[config.mk]
export PLATFORM = sky130hd
export DESIGN_NAME = mini_fetch
export DESIGN_NICKNAME = d
export VERILOG_FILES = /design/src/rtl/mini_fetch.sv
export SDC_FILE = /design/constraint.sdc
export NUM_CORES = 1
export LEC_CHECK = 0
export CAP_MARGIN = 20
export CORE_MARGIN = 4
export CORE_UTILIZATION = 54
export CTS_BUF_LIST = sky130_fd_sc_hd__clkbuf_4 sky130_fd_sc_hd__clkbuf_8 sky130_fd_sc_hd__clkbuf_16
export CTS_CLUSTER_DIAMETER = 30
export DETAILED_ROUTE_END_ITERATION = 10
export GPL_ROUTABILITY_DRIVEN = 0
export PLACE_DENSITY = 0.84
export SYNTH_ARGS = -nofsm -noshare
export SYNTH_HDL_FRONTEND = slang
export SYNTH_SLANG_ARGS = --single-unit
[constraint.sdc]
create_clock -name clk -period 2.9 [get_ports clk]
set_clock_uncertainty 0.1 [all_clocks]
set_input_delay 0.29 -clock clk [delete_from_list [all_inputs] [get_ports clk]]
set_output_delay 0.29 -clock clk [all_outputs]
set_load 0.01 [all_outputs]
[src/rtl/mini_fetch.sv]
// mini_fetch: instruction fetch stage of the mini CPU.
// Owns the PC and drives the combinational imem address. Fetched words are
// kept in a small FIFO whose head is presented to decode.
// Optional feature: define MINI_FETCH_EARLY_JMP_EN to steer the PC to the
// target of a JMP (opcode 4'h7) in the same cycle the JMP is fetched.
module mini_fetch #(
  parameter logic [7:0] RESET_PC = 8'h00,
  parameter int         QDEPTH   = 2
) (
  input  logic        clk,
  input  logic        rst,
  input  logic        fetch_en,
  output logic [7:0]  imem_addr,
  input  logic [15:0] imem_data,
  output logic        if_valid,
  output logic [15:0] if_instr,
  output logic [7:0]  if_pc,
  output logic        if_jmp_pred,
  input  logic        id_ready,
  input  logic        redirect_valid,
  input  logic [7:0]  redirect_pc
);

  localparam int PW = (QDEPTH > 2) ? $clog2(QDEPTH) : 1;
  localparam int CW = PW + 1;

  logic [7:0]    pc_q, pc_d;
  logic [PW-1:0] wptr_q, wptr_d;
  logic [PW-1:0] rptr_q, rptr_d;
  logic [CW-1:0] count_q, count_d;

  logic [15:0] instrMem_q [QDEPTH];
  logic [7:0]  pcMem_q    [QDEPTH];
  logic        predMem_q  [QDEPTH];

  logic pop;
  logic push;
  logic notFull;
  logic isJmp;

`ifdef MINI_FETCH_EARLY_JMP_EN
  assign isJmp = (imem_data[15:12] == 4'h7);
`else
  assign isJmp = 1'b0;
`endif

  assign imem_addr = pc_q;
  assign if_valid  = (count_q != '0);
  assign notFull   = (count_q < CW'(QDEPTH));
  assign pop       = if_valid && id_ready;
  assign push      = fetch_en && !redirect_valid && (notFull || pop);

  assign if_instr    = if_valid ? instrMem_q[rptr_q] : 16'h0000;
  assign if_pc       = if_valid ? pcMem_q[rptr_q]    : 8'h00;
  assign if_jmp_pred = if_valid ? predMem_q[rptr_q]  : 1'b0;

  // Next PC, pointers and occupancy; a redirect flushes everything and wins over push/pop
  always_comb begin
    pc_d    = pc_q;
    wptr_d  = wptr_q;
    rptr_d  = rptr_q;
    count_d = count_q;
    if (redirect_valid) begin
      pc_d    = redirect_pc;
      wptr_d  = '0;
      rptr_d  = '0;
      count_d = '0;
    end else begin
      if (pop) begin
        rptr_d = rptr_q + PW'(1);
      end
      if (push) begin
        wptr_d = wptr_q + PW'(1);
        pc_d   = isJmp ? imem_data[7:0] : pc_q + 8'd1;
      end
      case ({push, pop})
        2'b10:   count_d = count_q + CW'(1);
        2'b01:   count_d = count_q - CW'(1);
        default: count_d = count_q;
      endcase
    end
  end

  // Control registers: PC, FIFO pointers and entry count
  always_ff @(posedge clk or posedge rst) begin
    if (rst) begin
      pc_q    <= RESET_PC;
      wptr_q  <= '0;
      rptr_q  <= '0;
      count_q <= '0;
    end else begin
      pc_q    <= pc_d;
      wptr_q  <= wptr_d;
      rptr_q  <= rptr_d;
      count_q <= count_d;
    end
  end

  // FIFO storage: an entry is written once on push and never touched again
  always_ff @(posedge clk or posedge rst) begin
    if (rst) begin
      for (int i = 0; i < QDEPTH; i++) begin
        instrMem_q[i] <= 16'h0000;
        pcMem_q[i]    <= 8'h00;
        predMem_q[i]  <= 1'b0;
      end
    end else if (push) begin
      instrMem_q[wptr_q] <= imem_data;
      pcMem_q[wptr_q]    <= pc_q;
      predMem_q[wptr_q]  <= isJmp;
    end
  end

endmodule
== Word level (Yosys, flattened, before mapping) ==
Cells that the tools add are included.
Cells by class
  $add $sub $neg: 5
  magnitude comparators: 4
  equality and inequality tests: 2
  muxes and demuxes: 28
  bitwise gates (word level): 4
  reduce and logical (&&, ||, !) cells: 10
Operator list (number)
  16-bit two-way mux: 5
  8-bit two-way mux: 7
  32-bit bitwise mux: 1
  16-bit bitwise mux: 1
  16-bit demux with 1-bit select: 1
  1-bit two-way mux: 9
  8-bit by 1-bit adder with 8-bit output, second input constant: 1
  8-bit demux with 1-bit select: 1
  2-bit nonzero test: 3
  2-bit greater-or-equal comparator, second input constant: 2
  1-bit logical AND: 4
  1-bit inverter with 2-bit output: 2
  2-bit one-hot mux with 2 select lines: 1
  3-bit nonzero test: 1
  1-bit adder, second input constant: 2
  2-bit by 1-bit adder with 2-bit output, second input constant: 1
  2-bit bitwise AND: 1
  2-bit by 1-bit == test with 1-bit output, second input constant: 1
  2-bit == test, second input constant: 1
  2-bit by 1-bit less-than comparator with 1-bit output, second input constant: 1
  2-bit less-than comparator, second input constant: 1
  2-bit two-way mux: 1
  2-bit inverter: 1
  2-bit by 1-bit subtractor with 2-bit output, second input constant: 1
  3 further kinds: 3
Storage, ports and cells
  register bits: 62
  output and inout bits: 34
  word-level logic and storage cells: 63

== Longest topological paths before layout ==
Gate-level depths: netlist of the first run.
  depth after elaboration: 7
  depth in mapped cells: 6

== Worst setup path before layout of the first run ==
No wires, ideal clock.
  kind: reg-to-reg
  start point: register count_q[1]
  end point: register instrMem_q[25] (netlist name)
  library setup time: 0.125 ns
  arrival time: 1.473 ns
  data required time: 2.675 ns
  setup slack: 1.203 ns
  cell stages (with the launch flop): 7
  path buffers: 2
  path through: dfrtp_1 > nand2b_1 > buf_6 > nand2_4 > nor3_4 > buf_6 > mux2_2
Between the ends
  word-level cells in the longest chain between the ends: 4
RTL lines
  from (decl): RTL line 30  | logic [CW-1:0] count_q, count_d;
  from (signal assigned): RTL line 95  | count_q <= count_d;
  parallel branches: the longest is 2 deep, another holds 2-bit less-than comparator
  1-bit logical OR *: RTL line 51  | assign push = fetch_en && !redirect_valid && (notFull || pop);
  1-bit logical AND *: RTL line 51
  to (signal, indexed assignment): RTL line 108  | instrMem_q[wptr_q] <= imem_data;
  to (decl): RTL line 32  | logic [15:0] instrMem_q [QDEPTH];
Every way passes the cells marked *.
A chain may end at the register's enable or synchronous reset.

== Final worst setup path of the first run ==
  start point: register count_q[1]
  end point: output port if_instr[11]
Between the ends
  word-level cells in the longest chain between the ends: 2
RTL lines
  2-bit nonzero test: RTL line 48  | assign if_valid = (count_q != '0);
  16-bit two-way mux: RTL line 53  | assign if_instr = if_valid ? instrMem_q[rptr_q] : 16'h0000;
  to (decl): RTL line 16  | output logic [15:0] if_instr,
No other way between the ends.

==> results of run 1 <==
## synth_stat cells
master	n	share of area, %
nand4_1	3	0.64
dfrtp_1	62	53
mux2_2	46	18
and3_1	1	0.21
a21oi_1	2	0.34
o21ai_0	10	1.7
mux2i_1	26	8.9
xnor2_1	2	0.60
nand3b_1	1	0.26
ha_1	1	0.43
nand4b_4	1	0.81
nor3_4	1	0.56
mux2_1	1	0.39
a31oi_1	1	0.21
inv_1	3	0.39
clkbuf_1	4	0.51
o31a_1	2	0.60
nor2b_1	1	0.21
buf_6	3	1.2
nor4_1	1	0.21
nand3_1	2	0.34
and2_1	2	0.43
or2b_1	1	0.26
xor2_1	6	1.8
and2b_1	1	0.26
nand2b_1	4	0.86
buf_2	6	1.0
nand2_1	11	1.4
nor2_1	29	3.7
nand2_4	1	0.39
nor3b_1	2	0.51
## worst paths after layout
check	end	startpoint	cells past startpoint
setup / recovery	if_instr[11]	count_q[1]	4
hold / removal	instrMem_q[7]	rst	3
setup reg to reg	instrMem_q[28]	count_q[1]	5
hold reg to reg	pcMem_q[6]	pcMem_q[6]	2
max in group asynchronous	imem_addr[2]	rst	3
min in group clk	pcMem_q[6]	pcMem_q[6]	2
## power groups by stage
stage	Sequential, mW	Combinational, mW	Clock, mW
floorplan	1.18	0.389	0
global placement	1.21	0.593	0
detailed placement	1.22	0.613	0
CTS	1.21	0.617	0.699
global route	1.24	0.671	0.736
finish	1.21	0.607	0.680
## logic make-up after synthesis
kind of cell,after synthesis,share of synthesized area (%)
muxes,73,27.0
xor gates and xnor gates,8,2.40
adders and majority gates,1,0.428
DFF,62,53.1
buffers and inverters,16,3.08
AOI/OAI and AO/OA,15,2.87
and+or+nand+nor,62,11.1
## layer usage
| metal | track usage, % | up-vias | wire, um |
|---|---|---|---|
| li1 | - | 957 | - |
| met5 | 0 | - | 0 |
| met2 | 33.1 | 56 | 2880 |
| met3 | 3.95 | 13 | 267 |
| met1 | 25.6 | 954 | 2620 |
| met4 | 10.5 | 0 | 137 |
## critical path: stages, from the launching register on
cell             delay (ns)
dfrtp_1                0.45
nor2_2                 0.47
buf_4                  0.32
nor2_1                 0.08
clkdlybuf4s50_1        0.48
## state kept, by name, indices dropped and copies added, names as in the netlist
name	cells
pcMem_q	16
imem_addr	8
instrMem_q	32
predMem_q	2
rptr_q	1
count_q	2
wptr_q	1
## layout make-up
| class | count | area (um^2) | area share, % |
|---|---|---|---|
| Multi-Input combinational cell | 159 | 1280 | 33.8 |
| Clock inverter | 1 | 5.00 | 0.132 |
| Tap cell | 70 | 87.6 | 2.31 |
| Sequential cell | 62 | 1550 | 40.9 |
| Inverter | 3 | 11.3 | 0.297 |
| Timing Repair Buffer | 69 | 686 | 18.1 |
| Clock buffer | 14 | 174 | 4.58 |
==> qor.yml, run 1 <==
run:
  maxCapViolCount: 0
layout:
  final_cell_area_um2: 3800
  drive_above_1_share_pct: 23.7
  num-fill-cells: 363
  instances_no_fill: 378
  nNetsFinal: 334
  post-route-util_pct: 73.4
  layout_common_cells: "62 x dfrtp_1, 62 x clkdlybuf4s50_1, 46 x mux2_2, 28 x nor2_1, 26 x mux2i_1"
  num_antenna_cells: 0
  area.growth.synth_to_final_pct: 30.0
outcome:
  outcome: "completed"
yosys:
  syn_inst: 237
  ys_ff_latch: 62
  ys_types: 31
  avgSynthCellArea_um2: 12.3
  ys_warn_count: 0
  synthesis.area_um2: 2920
  yosysSeqAreaShare_pct: 53.1
  synth_fp_nets: 267
pwr:
  p_seq_share_pct: 48.4
  p_per_area_nw_per_um2: 657
  comb_power_share_pct: 24.3
  clkPwrFrac_pct: 27.3
  p_switching_mw: 0.669
  p_sw_share_pct: 26.8
  total_power_mw: 2.50
  leakage_nw: 1.58
  vdd_drop_max_v: 0.000343
  p_int_mw: 1.83
die:
  die_h_um: 81.6
  die_w_um: 81.6
  core.rowCount: 26
  fp.dieArea_um2: 6650
  core_um2: 5170
  initial_core_util_pct: 56.5
  io_pins: 63
timing:
  tns_ns: 0
  finalCriticalPeriod_ns: 2.53
  holdWs_ns: 0.389
  worst_slew_pin_slew_ns: 0.757
  fin_crit_sh_pct: 87.2
  finalHoldViolCount: 0
  fmax_mhz: 396
  rsz0062_at_grt: "no"
  finalSetupViolCount: 0
  max-slew-margin-rel_pct: 49.5
  worst_slack_ns: 0.372
  slew_violations: 0
global_route:
  grt_pass1_vias: 2120
  grt_usage_pct: 20.3
  grt_max_degree: 63
  grt_pass1_wl_mm: 10.0
  antenna_found_initial: 0
  overflow: 0
clocking:
  clk_pin_slew_ns: 0.06
  cts.sink_count: 62
  cts_buffer_depth: 2
  clock-root-buffer: "clkbuf_8"
  clk_latency_ns: 0.33
  htreeDepth: 3
  cts_resized: 0
  cts_hold_buffers: 0
  cts_setup_buffers: 0
  cts_tree: "built"
  numCtsBuffers: 9
placed_design:
  post-place-ws_ns: 0.444
  hpwlAfterDp_mm: 4.04
  placed_area_um2: 3620
  io_buffers: 62
  dpl.cell_count: 363
route:
  vias: 1980
  vias_per_cell: 5.24
  wirelength_mm: 5.90
  wl_per_cell_um: 15.6
  first_pass_iters: 4
  initialDrtViolationCount: 104
  ant_nets: 0
  drcViolationCount: 0
setup_path:
  cp_data_required_time_ns: 2.51
  arrival_ns: 2.14
  startpoint_type: "register"
  rrSetupSlack_ns: 0.86
  setup.worst_path.class: "reg -> out"
  crit_path_end_kind: "output pin"
  path_max_fanout: 15
worst_hold_path:
  hold_path.class: "in -> async"
Power figures use the tool's default switching activity.
==> inputs of run 2 (changes only) <==
Settings changed: SLEW_MARGIN from default to 20.
==> results of run 2 <==
No change in the layout: final DEF, timing and power equal those of run 1.
==> inputs of run 3 (changes only) <==
Settings changed: RECOVER_POWER from default to 100.
==> qor.yml, run 3 (synthesis gave the netlist of run 1 again) <==
clocking:
  clk_latency_ns: 0.32  # was 0.33 ns
  cts_resized: 0  # unchanged
  cts_buffer_depth: 2  # unchanged
  htreeDepth: 3  # unchanged
  cts_tree: "built"  # unchanged
  numCtsBuffers: 9  # unchanged
  clk_pin_slew_ns: 0.06  # about the same
  clock-root-buffer: "clkbuf_8"  # unchanged
  cts_setup_buffers: 0  # unchanged
  cts_hold_buffers: 0  # unchanged
  cts.sink_count: 62  # unchanged
layout:
  final_cell_area_um2: 3770  # was 3800 um^2
  num_antenna_cells: 0  # unchanged
  largest-register: "instrMem_q"  # unchanged
  largest_register_ffs: 32  # unchanged
  post-route-util_pct: 73.0  # was 73.4%
  final_common_cell: "dfrtp_1"
  area.growth.synth_to_final_pct: 29.2  # was 30.0%
  layout_common_cells: "62 x dfrtp_1, 46 x mux2_2, 34 x dlygate4sd3_1, 28 x nor2_1, 28 x clkdlybuf4s50_1"  # was 62 x dfrtp_1, 62 x clkdlybuf4s50_1, 46 x mux2_2, 28 x nor2_1, 26 x mux2i_1
  nNetsFinal: 334  # unchanged
  drive_above_1_share_pct: 22.7  # was 23.7%
route:
  wl_per_cell_um: 15.5  # was 15.6 um
  drcViolationCount: 0  # unchanged
  vias_per_cell: 5.22  # was 5.24
  first_pass_iters: 4  # unchanged
  ant_nets: 0  # unchanged
  wirelength_mm: 5.87  # was 5.90 mm
  vias: 1972  # was 1,980
  initialDrtViolationCount: 90  # was 104
die:
  fp.dieArea_um2: 6650  # unchanged
  core.rowCount: 26  # unchanged
  die_w_um: 81.6  # unchanged
  initial_core_util_pct: 56.5  # unchanged
  die_h_um: 81.6  # unchanged
  io_pins: 63  # unchanged
  core_um2: 5170  # unchanged
global_route:
  grt_usage_pct: 20.3  # unchanged
  overflow: 0  # unchanged
  grt_pass1_vias: 2120  # unchanged
  antenna_found_initial: 0  # unchanged
  grt_max_degree: 63  # unchanged
  grt_pass1_wl_mm: 10.0  # unchanged
timing:
  fin_crit_sh_pct: 91.4  # was 87.2%
  finalCriticalPeriod_ns: 2.65  # was 2.53 ns
  worst_slew_pin_slew_ns: 1.46  # was 0.757 ns
  slew_violations: 0  # unchanged
  finalSetupViolCount: 0  # unchanged
  max-slew-margin-rel_pct: 2.47  # was 49.5%
  fmax_mhz: 377  # was 396 MHz
  tns_ns: 0  # unchanged
  rsz0062_at_grt: "no"  # unchanged
  finalHoldViolCount: 0  # unchanged
setup_path:
  cp_data_required_time_ns: 2.51  # about the same
  rrSetupSlack_ns: 0.66  # was 0.86 ns
  path_max_fanout: 15  # unchanged
  startpoint_type: "register"  # unchanged
  setup.worst_path.class: "reg -> out"  # unchanged
  arrival_ns: 2.26  # was 2.14 ns
  reg2regPathDepth: 5  # unchanged
  crit_path_end_kind: "output pin"  # unchanged
placed_design:
  io_buffers: 62  # unchanged
  hpwlAfterDp_mm: 4.04  # unchanged
  placed_area_um2: 3620  # unchanged
run:
  maxCapViolCount: 0  # unchanged
worst_hold_path:
  hold_path.class: "reg -> reg"  # was in -> async
  holdPathStages: 2
outcome:
  outcome: "completed"  # unchanged
pwr:
  leakage_nw: 1.64  # was 1.58 nW
  total_power_mw: 2.47  # was 2.50 mW
  vdd_drop_max_v: 0.000333  # was 0.000343 V
  p_per_area_nw_per_um2: 653  # was 657 nW/um^2
==> run 3: power by group <==
| part | switching, mW | leakage (nW) | internal [mW] |
|---|---|---|---|
| Clock | 0.297 | 0.0968 | 0.380 |
| Sequential | 0.129 | 0.752 | 1.08 |
| Combinational | 0.236 | 0.789 | 0.346 |
==> run 3: per-stage QoR <==
step	hold slack (ns)	setup slack, ns	std cells
2_1_floorplan	0.311	0.969	237
3_5_place_dp	0.378	0.444	363
3_3_place_gp	0.364	0.505	363
4_1_cts	0.392	0.327	378
6_report	0.393	0.250	378
5_1_grt	0.417	0.115	378
==> run 3: metal layers <==
layer / part of all wire, % / global-route usage [%] / up-vias
li1: - / - / 957
met1: 44 / 25.6 / 944
met2: 49 / 33.1 / 60
met3: 4.9 / 3.95 / 11
met4: 1.8 / 10.5 / 0
met5: 0 / 0 / -
==> run 3: layout make-up <==
cell class | count | area, um^2
multi-input combinational | 159 | 1270
tap | 70 | 87.6
clock buffer | 14 | 174
timing repair buffer | 69 | 679
clock inverter | 1 | 5.00
inverter | 3 | 11.3
fill | 371 | 1400
sequential | 62 | 1550
==> run 3: worst paths after layout <==
check,startpoint,endpoint
worst max-delay path,count_q[1],if_pc[6]
worst max register to register,count_q[1],instrMem_q[28]
max in group asynchronous,rst,instrMem_q[29]
worst min-delay path,pcMem_q[6],pcMem_q[6]
min in group asynchronous,rst,instrMem_q[19]
worst min register to register,pcMem_q[6],pcMem_q[6]
==> run 3: critical path, cell delays in order (launching register included) <==
cell	delay, ns
dfrtp_1	0.45
nor2_2	0.49
buf_4	0.32
nor2_1	0.08
dlygate4sd3_1	0.60
